### config.mk
export PLATFORM = sky130hd
export DESIGN_NAME = output_serializer
export DESIGN_NICKNAME = d
export VERILOG_FILES = /design/src/rtl/output_serializer.sv
export SDC_FILE = /design/constraint.sdc
export NUM_CORES = 1
export LEC_CHECK = 0
export ABC_CLOCK_PERIOD_IN_PS = 8700
export CORE_MARGIN = 5
export CORE_UTILIZATION = 35
export CTS_BUF_LIST = sky130_fd_sc_hd__clkbuf_16
export DETAILED_ROUTE_END_ITERATION = 12
export PLACE_DENSITY = 0.64
export SLEW_MARGIN = 20
export SYNTH_ARGS = -nofsm -noshare
export SYNTH_HDL_FRONTEND = slang
export SYNTH_SLANG_ARGS = --single-unit
export TNS_END_PERCENT = 30
### constraint.sdc
create_clock -name clk -period 8.7 [get_ports clk]
set_input_delay 0.87 -clock clk [delete_from_list [all_inputs] [get_ports clk]]
set_output_delay 0.87 -clock clk [all_outputs]
set_load 0.03 [all_outputs]
### src/rtl/output_serializer.sv
// output_serializer: buffers 16-bit words from the CPU output register in a
// small FIFO and shifts each one out on a UART-style serial line as two
// framed bytes (low byte first, start bit, 8 data bits LSB first, stop bit).
// Optional feature macro: OUTPUT_SERIALIZER_PARITY_EN adds an even-parity bit
// between data bit 7 and the stop bit of every byte.
`timescale 1ns/1ps

module output_serializer #(
    parameter int unsigned CLKS_PER_BIT = 16,
    parameter int unsigned FIFO_DEPTH   = 4
) (
    input  logic                         clk,
    input  logic                         reset,
    input  logic [15:0]                  data_in,
    input  logic                         data_valid,
    output logic                         data_ready,
    output logic                         tx,
    output logic                         busy,
    output logic [$clog2(FIFO_DEPTH):0]  fifo_count,
    output logic                         overflow
);

    localparam int unsigned DATA_W = 16;
    localparam int unsigned PTR_W  = $clog2(FIFO_DEPTH);
    localparam int unsigned CNT_W  = PTR_W + 1;
    localparam int unsigned TMR_W  = $clog2(CLKS_PER_BIT);

`ifdef OUTPUT_SERIALIZER_PARITY_EN
    typedef enum logic [2:0] {
        ST_IDLE   = 3'd0,
        ST_START  = 3'd1,
        ST_DATA   = 3'd2,
        ST_PARITY = 3'd3,
        ST_STOP   = 3'd4
    } state_t;
`else
    typedef enum logic [1:0] {
        ST_IDLE  = 2'd0,
        ST_START = 2'd1,
        ST_DATA  = 2'd2,
        ST_STOP  = 2'd3
    } state_t;
`endif

    // FSM state
    state_t r_state;
    state_t w_state_next;

    // Bit timing and word shifting
    logic [TMR_W-1:0]  r_timer;
    logic [2:0]        r_bit_idx;
    logic              r_byte_sel;
    logic [DATA_W-1:0] r_shift;
`ifdef OUTPUT_SERIALIZER_PARITY_EN
    logic              r_parity;
`endif

    // FIFO storage and bookkeeping
    logic [DATA_W-1:0] r_mem [FIFO_DEPTH];
    logic [PTR_W-1:0]  r_wr_ptr;
    logic [PTR_W-1:0]  r_rd_ptr;
    logic [CNT_W-1:0]  r_count;
    logic [CNT_W-1:0]  w_count_next;

    // Registered outputs
    logic r_tx;
    logic r_busy;
    logic r_data_ready;
    logic r_overflow;

    // Combinational helpers
    logic w_bit_done;
    logic w_fifo_empty;
    logic w_push;
    logic w_pop;
    logic w_drop;
    logic w_tx_next;

    assign w_bit_done   = (r_timer == TMR_W'(CLKS_PER_BIT - 1));
    assign w_fifo_empty = (r_count == '0);
    // data_ready is a register, so a pop on this edge cannot make room early
    assign w_push       = data_valid & r_data_ready;
    assign w_drop       = data_valid & ~r_data_ready;

    // State register
    always_ff @(posedge clk) begin
        if (!reset) begin
            r_state <= ST_IDLE;
        end else begin
            r_state <= w_state_next;
        end
    end

    // Next-state logic; also decides when the head word is popped
    always_comb begin
        w_state_next = r_state;
        w_pop        = 1'b0;
        case (r_state)
            ST_IDLE: begin
                if (!w_fifo_empty) begin
                    w_state_next = ST_START;
                    w_pop        = 1'b1;
                end
            end
            ST_START: begin
                if (w_bit_done) begin
                    w_state_next = ST_DATA;
                end
            end
            ST_DATA: begin
                if (w_bit_done && (r_bit_idx == 3'd7)) begin
`ifdef OUTPUT_SERIALIZER_PARITY_EN
                    w_state_next = ST_PARITY;
`else
                    w_state_next = ST_STOP;
`endif
                end
            end
`ifdef OUTPUT_SERIALIZER_PARITY_EN
            ST_PARITY: begin
                if (w_bit_done) begin
                    w_state_next = ST_STOP;
                end
            end
`endif
            ST_STOP: begin
                if (w_bit_done) begin
                    if (!r_byte_sel) begin
                        // High byte follows the low byte with no idle gap
                        w_state_next = ST_START;
                    end else if (!w_fifo_empty) begin
                        // Next word starts straight after this stop bit
                        w_state_next = ST_START;
                        w_pop        = 1'b1;
                    end else begin
                        w_state_next = ST_IDLE;
                    end
                end
            end
            default: begin
                w_state_next = ST_IDLE;
            end
        endcase
    end

    // Output decode: serial line level for the current state
    always_comb begin
        w_tx_next = 1'b1;
        case (r_state)
            ST_IDLE:   w_tx_next = 1'b1;
            ST_START:  w_tx_next = 1'b0;
            ST_DATA:   w_tx_next = r_shift[0];
`ifdef OUTPUT_SERIALIZER_PARITY_EN
            ST_PARITY: w_tx_next = r_parity;
`endif
            ST_STOP:   w_tx_next = 1'b1;
            default:   w_tx_next = 1'b1;
        endcase
    end

    // Output registers: tx trails the state by one edge, busy tracks the state
    always_ff @(posedge clk) begin
        if (!reset) begin
            r_tx   <= 1'b1;
            r_busy <= 1'b0;
        end else begin
            r_tx   <= w_tx_next;
            r_busy <= (w_state_next != ST_IDLE);
        end
    end

    // FIFO occupancy after this edge's push and pop
    always_comb begin
        w_count_next = r_count;
        case ({w_push, w_pop})
            2'b10:   w_count_next = r_count + CNT_W'(1);
            2'b01:   w_count_next = r_count - CNT_W'(1);
            default: w_count_next = r_count;
        endcase
    end

    // FIFO pointers, count, ready and sticky overflow flag
    always_ff @(posedge clk) begin
        if (!reset) begin
            r_wr_ptr     <= '0;
            r_rd_ptr     <= '0;
            r_count      <= '0;
            r_data_ready <= 1'b1;
            r_overflow   <= 1'b0;
        end else begin
            if (w_push) begin
                r_wr_ptr <= r_wr_ptr + PTR_W'(1);
            end
            if (w_pop) begin
                r_rd_ptr <= r_rd_ptr + PTR_W'(1);
            end
            r_count      <= w_count_next;
            r_data_ready <= (w_count_next != CNT_W'(FIFO_DEPTH));
            if (w_drop) begin
                r_overflow <= 1'b1;
            end
        end
    end

    // FIFO storage; words offered during reset are not captured
    always_ff @(posedge clk) begin
        if (reset && w_push) begin
            r_mem[r_wr_ptr] <= data_in;
        end
    end

    // Bit timer, bit index, byte select and shift register
    always_ff @(posedge clk) begin
        if (!reset) begin
            r_timer    <= '0;
            r_bit_idx  <= '0;
            r_byte_sel <= 1'b0;
            r_shift    <= '0;
        end else begin
            if ((r_state == ST_IDLE) || w_bit_done) begin
                r_timer <= '0;
            end else begin
                r_timer <= r_timer + TMR_W'(1);
            end

            if (w_pop) begin
                r_shift    <= r_mem[r_rd_ptr];
                r_byte_sel <= 1'b0;
            end else if ((r_state == ST_STOP) && w_bit_done && !r_byte_sel) begin
                r_byte_sel <= 1'b1;
            end

            // After eight shifts of the low byte the high byte sits in [7:0]
            if ((r_state == ST_DATA) && w_bit_done) begin
                r_shift   <= r_shift >> 1;
                r_bit_idx <= r_bit_idx + 3'd1;
            end
        end
    end

`ifdef OUTPUT_SERIALIZER_PARITY_EN
    // Even parity of the byte about to be shifted, captured during its start bit
    always_ff @(posedge clk) begin
        if (!reset) begin
            r_parity <= 1'b0;
        end else if (r_state == ST_START) begin
            r_parity <= ^r_shift[7:0];
        end
    end
`endif

    assign tx         = r_tx;
    assign busy       = r_busy;
    assign data_ready = r_data_ready;
    assign fifo_count = r_count;
    assign overflow   = r_overflow;

endmodule

Word-level counts from Yosys, hierarchy flattened
Memories as Yosys holds them, arrays and structs flattened. A register that Yosys moved wholly into a read port is not among the register bits.
Index checks and enable logic that the tools add are counted.
{ "word_totals": {"reg_bits": 37, "ramBits": 64, "inputBits": 19, "out_inout_bits": 7, "word_cells": 66, "n_memories": 1} }
{ "classes": {"add_sub_neg": 6, "eq_ne": 8, "mux": 19, "bitwise_logic": 4, "reduce_logical": 15} }
{ "mem_list": {"columns": ["name", "words", "width", "rd", "rd_clocked_by_memory_dff", "write_ports", "line_no", "source"], "rows": [
  ["r_mem", 4, 16, 1, 1, 1, "59", "logic [DATA_W-1:0] r_mem [FIFO_DEPTH];"]
]} }
{ "op_table": {"columns": ["cell", "count"], "rows": [
  ["$mux 15", 2],
  ["$mux 2", 6],
  ["$pmux 2 s4", 1],
  ["$reduce_or 2->1", 4],
  ["$mux 1", 7],
  ["$add 3x1->3 const B", 2],
  ["$eq 2x2->1 const B", 3],
  ["$pmux 3 s2", 1],
  ["$logic_and 1x1->1", 5],
  ["$add 2x1->2 const B", 2],
  ["$add 4x1->4 const B", 1],
  ["$eq 2x1->1 const B", 2],
  ["$eq 4x4->1 const B", 1],
  ["$reduce_bool 2->1", 2],
  ["$eq 3x3->1 const B", 1],
  ["$logic_not 3->1", 1],
  ["$ne 3x3->1 const B", 1],
  ["$pmux 1 s3", 1],
  ["$sub 3x1->3 const B", 1],
  ["$and 1x1->1", 2],
  ["$logic_not 2->1", 1],
  ["$not 1->1", 2],
  ["$pmux 1 s2", 1],
  ["$logic_not 1->1", 1],
  ["$logic_or 1x1->1", 1]
]} }

Longest topological paths before layout
Gate-level depths: netlist of run 1.
{ "depth": {"word_depth": 8, "mapped_depth": 13, "depth_no_buf": 12} }

Worst setup path after synthesis of run 1
Ideal clock, no wire load.
{ "synth_path": {"path_kind": "reg2reg", "startpoint": "register r_state[0]", "endpoint": "register r_data_ready (netlist: data_ready)", "setup_ns": 0.120, "arrival_time_ns": 2.694, "required_ns": 8.580, "path_slack_ns": 5.887, "path_stages_with_launch": 14, "n_path_buf": 1, "period_less_slack_ns": 2.813, "path_cell_list": "dfxtp_1 > inv_1 > ha_1 > o21ba_2 > nand3_2 > inv_2 > buf_2 > ha_1 > inv_1 > fa_1 > xor2_1 > or3_1 > a21oi_1 > nand2_1"} }
{ "synth_via": {"elab_chain_cells": 5, "elab_cells_between_ends": 7, "classes_between": "4 x eq/ne; 2 x mux; 1 x reduce/logical"} }
{ "synth_lines": {"columns": ["item", "line_no", "source"], "rows": [
  ["start, declared", "46", "state_t r_state;"],
  ["start signal, assigned", "90", "r_state <= w_state_next;"],
  ["$eq 2x2->1 or $logic_not 2->1 (tied branches)", "98", "case (r_state)"],
  ["$pmux 1 s2 (*)", "98", null],
  ["via w_pop", "75", "logic w_pop;"],
  ["$eq 2x1->1 or $eq 2x2->1 (tied branches)", "175", "case ({w_push, w_pop})"],
  ["$pmux 3 s2 (*)", "175", null],
  ["$ne 3x3->1 (*)", "198", "r_data_ready <= (w_count_next != CNT_W'(FIFO_DEPTH));"],
  ["end signal, assigned", "198", null],
  ["end, declared", "68", "logic r_data_ready;"]
]} }
Mark *: on every way through the listed nets, which the timed path passes. The rest lies on a longest branch.
A chain may end at the register's enable or synchronous reset.

Final worst setup path of run 1
{ "layout_path": {"startpoint": "input reset", "endpoint": "memory r_mem[3][3] (enable)"} }
{ "layout_via": {"elab_chain_cells": 3} }
{ "layout_lines": {"columns": ["item", "line_no", "source"], "rows": [
  ["start, declared", "13", "input logic reset,"],
  ["$logic_and 1x1->1", "207", "if (reset && w_push) begin"],
  ["$mux 1", "207", null],
  ["$mux 1 (implied by the code)", "208", "r_mem[r_wr_ptr] <= data_in;"],
  ["end, declared", "59", null]
]} }
Every way passes these cells.

==> results.ini, run 1 <==
[floorplanning]
core_region_area_um2=11500
num_rows=39
num_io_pins=26
die_h_um=118
start_util_pct=35.8
die_x_um=118
dieArea_um2=14000

[critical_path]
required_ns=8.67
reg2reg_setup_slack_ns=5.49
endpoint_kind=flop
worstSetupStartpointType=input port
crit_fanout=20
worstPathArrival_ns=3.29
crit_type=in -> reg

[flow_run]
maxCapViolations=0

[global_route]
grt_use_total_pct=10.4
grt_pass1_vias=2288
grt_first_pass_wirelength_mm=11.5
grt_overflow=0
grt_max_degree=33
antenna_found_initial=0

[sta]
drv_slew=0
fin_tns_setup_ns=0
period_share_pct=38.2
timing.slew.headroom_pct=43.8
grt_setup_unrepaired=no
min_period_ns=3.32
tightest_slew_ns=0.841
finalSetupViolCount=0
skew_ns=0.00760
max_freq_mhz=301
hold_violations=0
holdWs_ns=0.449

[clocking]
cts_tree=built
post-cts-setup-buffers=0
clock-sinks=103
cts_resized=0
numCtsBuffers=9
clockBufferDepth=2
clock_latency_ns=0.34
clk_pin_slew_ns=0.07
h-tree-depth=3
cts_hold_buf=0
cts-root-buf=clkbuf_16

[placement]
io_buffers=25
post-dp-hpwl_mm=4.52
gp_congestion=0.773
place_area_um2=4460

[power_and_ir_drop]
power.share.clock_pct=29.4
power_leakage_nw=1.59
seqPwrFrac_pct=46.4
p_comb_share_pct=24.2
switching_share_pct=29.7
power.internal_mw=0.965
power_switching_mw=0.408
pwr_density_cell_nw_per_um2=288
ir_drop_v=0.000106

[min_path]
min_path_type=reg -> reg

[detailed_routing]
drc=0
vias=2302
viasPerCell=4.94
drt_iter0_markers=172
routedWlPerCell_um=14.8
antenna_left=0
wl_mm=6.89
drt_first_pass_iters=4

[yosys]
synth.yosys.seq_area_share_pct=65.8
ys_ff_latch=103
synth_warnings=0
synth.cell_area_um2=4110
syn_area_per_cell_um2=13.9
syn-instance-count=296
synth_top_area_share_pct=46.8
yosys.area.top_type=edfxtp_1
synth_area_leaders=edfxtp_1, dfxtp_1, mux4_2, ha_1, nand2_1
synth.distinct_cells=39
synth_fp_nets=329

[layout]
postLayoutCoreUtil_pct=41.5
fin_nets=351
drive_above_1_share_pct=12.4
design_area_um2=4760
nFillCells=1040
antenna_cells=0
area_growth_pct=16.0

[outcome]
outcome=finished, final reports clean

-- worst paths after layout --
check,from,to,cells after the start
min reg2reg,r_timer[0],r_timer[0],1
min,r_timer[0],r_timer[0],1
max reg2reg,r_state[1],data_ready,12
max,reset,r_mem[3][3],4
-- stage by stage --
stage,power (mW),setup WS (ns),instances
detailed placement,0.985,4.95,450
global placement,0.978,5.02,450
floorplan,0.896,5.89,296
CTS,1.39,5.30,466
global route,1.46,5.11,466
finish,1.37,5.38,466
-- cells in the final DEF, fill, tap and decap left out, types with 2 or more instances in the layout --
cell and n:
nand3_1 4, clkdlybuf4s50_1 25, nand2_1 41, edfxtp_1 64, clkinv_4 3, and2_1 5, nor3_1 5, xnor2_1 4
a21oi_1 9, clkinv_1 2, xor2_1 3, a31oi_1 15, clkbuf_16 9, ha_1 13, dfxtp_1 38, o21ai_0 20
mux4_2 16, nor2_1 13, or3_1 3, inv_1 10
-- power by group through the flow --
| stage | Clock, mW | Combinational, mW | Sequential (mW) |
|---|---|---|---|
| global route | 0.436 | 0.373 | 0.648 |
| detailed placement | 0 | 0.337 | 0.648 |
| CTS | 0.416 | 0.338 | 0.638 |
| floorplan | 0 | 0.261 | 0.635 |
| finish | 0.403 | 0.333 | 0.636 |
| global placement | 0 | 0.332 | 0.646 |
-- synth_stat cells --
cell / n
buf_6: 2
inv_1: 10
dfxtp_1: 39
buf_1: 1
edfxtp_1: 64
xnor2_1: 4
or3_2: 1
fa_1: 1
clkbuf_1: 5
and3_1: 1
o41ai_1: 1
a32o_1: 1
nand3_2: 1
ha_1: 13
nor2_1: 13
mux2i_1: 1
clkinv_1: 1
buf_4: 1
xor2_1: 3
a31oi_1: 15
a2111oi_0: 1
mux4_2: 16
nand3_1: 4
and2_1: 5
nor3_1: 5
o21a_1: 1
a211o_1: 1
a41o_2: 1
or3_1: 3
and2_4: 1
a21oi_1: 9
inv_2: 1
a21o_2: 1
nand2_1: 41
buf_2: 5
a21boi_0: 1
a2111oi_2: 1
o21ai_0: 20
o21ba_2: 1
-- kinds of logic after synthesis --
family,after synthesis,share of synthesized area [%]
AO/OA/AOI/OAI,54,8.17
XOR/XNOR,7,1.49
adder cells (fa/ha/maj),14,4.45
buffers and inverters,26,2.99
flip-flops,103,65.8
multiplexers,17,9.02
AND/OR/NAND/NOR,75,8.05
-- registers in the layout (all words and copies together) (netlist names), 2 cells and up, named ones only --
register / flops
r_state: 2
r_rd_ptr: 2
r_wr_ptr: 2
r_bit_idx: 3
r_timer: 4
r_shift: 16
r_mem: 64
fifo_count: 3
-- critical path, cell delays in order --
cell and delay [ns]:
clkdlybuf4s50_1 0.81, clkinv_1 0.58, nor2_1 0.32, and2_1 0.69
-- metal layers --
metal	global-route usage, %	routed length, µm	part of all wire, %	up-vias
met2	16.9	3340	48	29
met3	2.48	212	3.1	11
li1	-	-	-	1136
met4	5.45	142	2.1	0
met1	12.9	3200	46	1126
met5	0	0	0	-
-- area by class of cell --
class	instances	area [µm²]	area share, %
Sequential cell	103	2700	56.8
Multi-Input combinational cell	167	1280	26.9
Timing Repair Buffer	25	250	5.25
Clock buffer	9	225	4.73
Tap cell	143	179	3.76
Clock inverter	7	80.1	1.68
Inverter	12	45.0	0.946
No activity file was read; power rests on OpenSTA's default activity.
==> inputs of run 2 (changes only) <==
ABC_CLOCK_PERIOD_IN_PS = 2700   (was 8700)
PLACE_DENSITY = 0.66   (was 0.64)
clock period = 2.7 ns   (was 8.7 ns; I/O delays follow)
==> run 2 against run 1 <==
Net effect: clock skew rose by 0.00074 ns; global-route usage increased by 0.18 points; register-to-register slack got worse by 5.3 ns; largest cell class unchanged; flip-flop and latch count unchanged; setup slack worse by 5.2 ns; wire length increased by 3.9%; final area is 1.7% higher; via count up 2.8%; count of clock-buffer cells in the layout stayed put.
==> results.ini, run 2 (same netlist as run 1, synthesis figures left out) <==
[outcome]
outcome=finished, final reports clean

[layout]
ff_latch_area_um2=2710  ; about the same
largest_reg_flops=64  ; unchanged
postLayoutCoreUtil_pct=42.2  ; +0.71 points
reg_top3=r_mem: 64 flops, r_shift: 16 flops, r_timer: 4 flops
final_common_cell=edfxtp_1
final_cell_mix=edfxtp_1, nand2_1, dfxtp_1
fin_cells=477  ; +2.4%
antenna_cells=0  ; unchanged
fin_nets=362  ; +3.1%
area_growth_pct=18.0
design_area_um2=4840  ; +1.7%
multi_input_area_um2=1290  ; +0.88%
regMostFlops=r_mem
drive_above_1_share_pct=16.2  ; +3.8 points
nFillCells=1003  ; -3.6%

[critical_path]
worstSetupStartpointType=flop
timing.rr.end=data_ready
worstPathArrival_ns=2.75  ; -0.54 ns
required_ns=2.93  ; -5.74 ns
endpoint_kind=flop
r2r_cells=12  ; unchanged
crit_fanout=5  ; -75%
slowest_stage=dfxtp_2
reg2reg_setup_slack_ns=0.19  ; -5.30 ns
reg2reg_from=r_state[1]
path_cells=inv_1 > ha_1 > o21ba_2 > nand3_4 > inv_4 > ha_1 > inv_1 > fa_1 > xor2_1 > or3_1 > a21oi_2 > nand2_1
crit_type=reg -> reg
cpPeakStageDelay_ns=0.37  ; -0.44 ns

[global_route]
grt_first_pass_wirelength_mm=11.8  ; +2.7%
grt_max_degree=31  ; -6.1%
antenna_found_initial=0  ; unchanged
grt_overflow=0  ; unchanged
grt_pass1_vias=2406  ; +5.2%
grt_use_total_pct=10.6  ; +0.18 points

[clocking]
numCtsBuffers=9  ; unchanged
clockBufferDepth=2  ; unchanged
cts_hold_buf=0  ; unchanged
cts_tree=built
clock-sinks=103  ; unchanged
clk_pin_slew_ns=0.07  ; about the same
h-tree-depth=3  ; unchanged
clock_latency_ns=0.34  ; about the same
cts-root-buf=clkbuf_16

[sta]
min_period_ns=2.51
drv_slew=0  ; unchanged
timing.slew.headroom_pct=46.8  ; +3.0 points
hold_violations=0  ; unchanged
grt_setup_unrepaired=no
tightest_slew_ns=0.796  ; -0.0448 ns
skew_ns=0.00834  ; +0.000741 ns
finalSetupViolCount=0  ; unchanged
period_share_pct=93.0
max_freq_mhz=398
fin_tns_setup_ns=0  ; unchanged

[detailed_routing]
antenna_left=0  ; unchanged
drt_first_pass_iters=4  ; unchanged
drc=0  ; unchanged
viasPerCell=4.96  ; +0.45%
vias=2367  ; +2.8%
wl_mm=7.16  ; +3.9%
drt_iter0_markers=199  ; +16%
routedWlPerCell_um=15.0  ; +1.5%

[power_and_ir_drop]
pwr_density_cell_nw_per_um2=918  ; +220%
power_leakage_nw=1.63  ; +2.7%
ir_drop_v=0.000418  ; +290%

[placement]
post-place-cells=461  ; +2.4%
gp_congestion=0.755  ; -2.3%
post-dp-hpwl_mm=4.59  ; +1.6%
place_area_um2=4550  ; +2.1%
io_buffers=25  ; unchanged

[floorplanning]
die_x_um=118  ; unchanged
num_rows=39  ; unchanged
num_io_pins=26  ; unchanged
dieArea_um2=14000  ; unchanged
start_util_pct=35.8  ; unchanged
die_h_um=118  ; unchanged
core_region_area_um2=11500  ; unchanged

[min_path]
min_path_type=reg -> reg
min_to=r_timer[0]
holdPathStages=1  ; unchanged
min-delay-start=r_timer[0]

[flow_run]
maxCapViolations=0  ; unchanged

run 2: worst max-delay path by stage:
stage	from	endpoint	slack, ns	depth (start not counted)
finish	r_state[1]	data_ready	0.19	12
global route	r_state[1]	data_ready	0.01	12
CTS	r_state[1]	data_ready	0.10	12
detailed placement	r_state[1]	data_ready	0.09	12
global placement	r_state[0]	data_ready	0.19	12
floorplan	r_state[0]	data_ready	0.02	13
run 2: stage by stage:
stage                     hold slack [ns]  power, mW  setup WS (ns)
after floorplan                     0.369       2.93         0.0193
after global placement              0.427       3.23          0.186
after detailed placement            0.446       3.25         0.0937
after CTS                           0.461       4.50          0.103
after global routing                0.485       4.71         0.0146
final                               0.454       4.44          0.189
run 2: where the power goes:
group / switching [mW] / internal (mW)
sequential: 0.115 / 1.87
clock: 0.595 / 0.645
combinational: 0.660 / 0.558
total: 1.37 / 3.07
run 2: critical path: cells and delay by family, from the launching register on:
kind	cells	cell delay, ns
adders and majority gates	3	0.81
xor gates and xnor gates	1	0.15
and+or+nand+nor	3	0.47
AOI/OAI and AO/OA	2	0.42
DFF	1	0.37
buffers and inverters	3	0.21
run 2: routing by layer:
| metal | global-route usage, % | part of all wire [%] |
|---|---|---|
| met5 | 0 | 0 |
| met4 | 5.52 | 2.6 |
| met3 | 2.29 | 2.8 |
| met2 | 17.0 | 48 |
| met1 | 13.4 | 46 |
run 2: layout make-up:
| class | count | area share (%) |
|---|---|---|
| clock buffer | 9 | 4.65 |
| clock inverter | 7 | 1.32 |
| inverter | 12 | 0.981 |
| multi-input combinational | 167 | 26.7 |
| sequential | 103 | 55.8 |
| tap | 143 | 3.69 |
| timing repair buffer | 36 | 6.87 |
run 2: timing repair:
item,in CTS,in global routing
gates resized for setup,0,3
setup endpoints to repair,0,2
buffers inserted,0,0
==> RTL change 1: new RTL, flow settings as in run 2 <==
Build with the macro `OUTPUT_SERIALIZER_PARITY_EN` defined.
--- a/src/rtl/output_serializer.sv
+++ b/src/rtl/output_serializer.sv
@@ -4,6 +4,8 @@
 // Optional feature macro: OUTPUT_SERIALIZER_PARITY_EN adds an even-parity bit
 // between data bit 7 and the stop bit of every byte.
 `timescale 1ns/1ps
+
+`define OUTPUT_SERIALIZER_PARITY_EN
 
 module output_serializer #(
     parameter int unsigned CLKS_PER_BIT = 16,
Check against the original RTL: no difference found for any inputs over 10 cycles, from zero or initial values and one cycle with reset low; that may be too few to reach the edited logic, so the function may still have changed.
==> RTL change 1 against run 2 <==
- first-iteration DRC count decreased by 55%
- core utilization decreased by 0.60 points
- worst setup slack improved by 0.028 ns
- power increased by 3.9%
- design area increased by 3.7%
- synthesized area increased by 5.0%
- sequential cell count increased by 2
- fmax increased by 1.1%
- synthesized cell count increased by 4.4%
- count of clock-buffer cells in the layout unchanged
- non-clock buffer count increased by 1
- wire length increased by 4.3%
==> RTL change 1: results <==
layout:
  buffer_area_share_pct: 6.77
  n_all_buffers: 37
  drive_above_1_share_pct: 17.1
  nFillCells: 1113
  nets: 369
  multiInputGateArea_sq_um: 1410
  seq_cell_count: 105
  nMultiInputCombCells: 178
  non_clock_inverter_count: 10
  seq_area_sq_um: 2740
  area_delta_synth_final_pct: 16.6
  clkCellAreaFrac_pct: 5.65
hold_path:
  hold_start: "r_bit_idx[1]$_SDFFE_PN0P_"
  whs_path_depth: 2
yosys:
  synth_compound_area_share_pct: 7.96
  synth_cell_types: 48
  synth_edf_count: 64
  synth_top_family_by_area: "simple AND/OR/NAND/NOR gates"
  syn_nets: 337
  yosysSeqAreaShare_pct: 63.6
  yosysMostFrequentCell: "edfxtp_1"
  synthCells: 309
  synth.area.top_cells: "edfxtp_1, dfxtp_1, mux4_2, nand2_1, a311oi_2"
  ys_top_cells_by_count: "edfxtp_1, dfxtp_1, nand2_1, nor2_1, mux4_2"
  synthXorXnorAreaFrac_pct: 3.05
  synth-adder-area-share_pct: 2.79
  synth.area.mux_share_pct: 8.83
run_status:
  status: "finished clean"
placement:
  dp_hpwl_microns: 4810
  dp_cells: 498
  pre_cts_ws_ns: 0.235
  placed_area_sq_um: 4740
  gp_congestion: 0.741
global_route:
  grt_use_total_pct: 11.0
  grt_max_degree: 33
  grt_pass1_vias: 2498
  grt_pass1_wl_microns: 12500
routing:
  routedWlPerCell_microns: 14.5
  dr.pass1.iters: 4
  wirelength_microns: 7460
  vias: 2448
  drt_iter0_markers: 89
timing:
  fin_skew_ns: 0.00834
  post-route-min-period_ns: 2.48
  whs_ns: 0.461
  worst_pin_slew_ns: 0.558
setup_path:
  r2r.worst_path.cells: 11
  arrival_ns: 2.72
  crit_fanout: 5
  r2r_slack_ns: 0.22
  crit_start: "r_timer[0]$_SDFF_PP0_"
power_and_ir_drop:
  power_mw: 4.62
  ir_worst_vdd_mv: 0.320
  p_sw_mw: 1.41
  pg_seq_mw: 2.10
  leakagePower_nw: 1.69
clock_network:
  cts_setup_buffers: 0
  clockBufferDepth: 2
RTL change 1: path summary, 6_finish.rpt:
| kind | endpoint |
|---|---|
| min reg2reg | r_bit_idx[1]$_SDFFE_PN0P_ |
| max reg2reg | data_ready$_SDFF_PN1_ |
| max | data_ready$_SDFF_PN1_ |
| min | r_bit_idx[1]$_SDFFE_PN0P_ |
RTL change 1: worst max-delay path, stage by stage, from the launching register on:
cell and delay [ns]:
dfxtp_1 0.37, ha_1 0.26, and4_2 0.28, o211ai_4 0.09, inv_4 0.07, ha_1 0.16
inv_1 0.06, fa_1 0.37, xor2_1 0.16, or3_1 0.31, a21oi_1 0.19, nand2_1 0.07
RTL change 1: metal layers:
layer	share of wire [%]	routed length [microns]	vias up	track usage, %
li1	-	-	1198	-
met1	44	3300	1209	13.0
met2	50	3770	28	19.0
met3	3.5	260	13	3.08
met4	1.8	138	0	4.18
met5	0	0	-	0
==> RTL change 2: new RTL, config.mk and constraints of run 2 <==
Without the edit above. Register the output `fifo_count` once more, cleared by the reset; this adds one clock of latency there. The other outputs are not delayed to match.
--- a/src/rtl/output_serializer.sv
+++ b/src/rtl/output_serializer.sv
@@ -252,7 +252,13 @@
     assign tx         = r_tx;
     assign busy       = r_busy;
     assign data_ready = r_data_ready;
-    assign fifo_count = r_count;
+    always_ff @(posedge clk) begin
+        if (!reset) begin
+            fifo_count <= '0;
+        end else begin
+            fifo_count <= r_count;
+        end
+    end
     assign overflow   = r_overflow;
 
 endmodule
Behaviour: not the same (a bounded check fails within 4 cycles, from zero or initial values and one cycle with reset low).
==> RTL change 2 against run 2 <==
- critical endpoint unchanged
- synthesized cell count increased by 2.4%
- wire length is 2.3% higher
- combinational power is essentially flat
- via count increased by 1.8%
- count of clock-buffer cells in the layout did not move
- design area grew 2.0%
- die area increased by 1.7%
- sequential cell count up 3
- worst setup slack worse by 0.024 ns
- hold slack got worse by 0.0091 ns
- synthesized area up 1.9%
- sequential share of layout area up 0.18 points
- power grew 2.1%
==> RTL change 2: results <==
routing:
  drt-met1-wl_microns: 3300
  dr_wl_met3_microns: 290
  drt_iter0_markers: 154
  vias_per_cell: 4.95
yosys:
  syn_nets: 336
  ys_top_cells_by_count: "edfxtp_1, dfxtp_1, nand2_1, o21ai_0, mux4_2"
  synthCells: 303
  synth_cell_types: 38
  synth.area.top_cells: "edfxtp_1, dfxtp_1, mux4_2, ha_1, nand2_1"
  yosysSeqAreaShare_pct: 66.1
placement:
  gp_congestion: 0.713
  pre_cts_ws_ns: 0.0709
  dp_hpwl_microns: 4560
  dp_cells: 471
power_and_ir_drop:
  clock_net_power_mw: 1.30
  leakagePower_nw: 1.68
global_route:
  grt_pass1_wl_microns: 12200
  grt_pass1_vias: 2441
  grt_max_degree: 33
  use_met2_pct: 18.2
  grt_use_total_pct: 10.9
  grt_use_met3_pct: 2.75
timing:
  fin_skew_ns: 0.00687
  whs_ns: 0.445
  worst_pin_slew_ns: 0.587
  post-route-min-period_ns: 2.53
setup_path:
  arrival_ns: 2.77
  crit_start: "r_state[0]$_SDFF_PN0_"
  cp_slowest_cell: "fa_1"
  rr_startpoint: "r_state[0]$_SDFF_PN0_"
run_status:
  status: "finished clean"
layout:
  instances_no_fill: 487
  multiInputGateArea_sq_um: 1310
-- RTL change 2: cell types whose count changed after synthesis, sizes merged --
cell	delta
and2	+1
clkbuf	+1
clkinv	-1
dfxtp	+3
inv	+1
nor2	+2
-- RTL change 2: what timing repair did --
action | 4_1_cts | 5_1_grt
gates resized for setup | 0 | 5
endpoints found under the setup margin | 0 | 2
setup buffers | 0 | 0
hold buffers | 0 | 0
-- RTL change 2: layout make-up --
type,count,area share [%]
Timing Repair Buffer,36,6.74
Sequential cell,106,56.0
Multi-Input combinational cell,170,26.5
Tap cell,147,3.72
Inverter,12,0.962
Clock inverter,7,1.54
Clock buffer,9,4.56
-- RTL change 2: logic make-up after synthesis --
group                      share of synthesized area, %
AOI/OAI and AO/OA                                  8.02
xor gates and xnor gates                           1.47
adders and majority gates                          4.37
buffers and inverters                              2.99
DFF                                                66.1
muxes                                              8.86
and+or+nand+nor                                    8.23
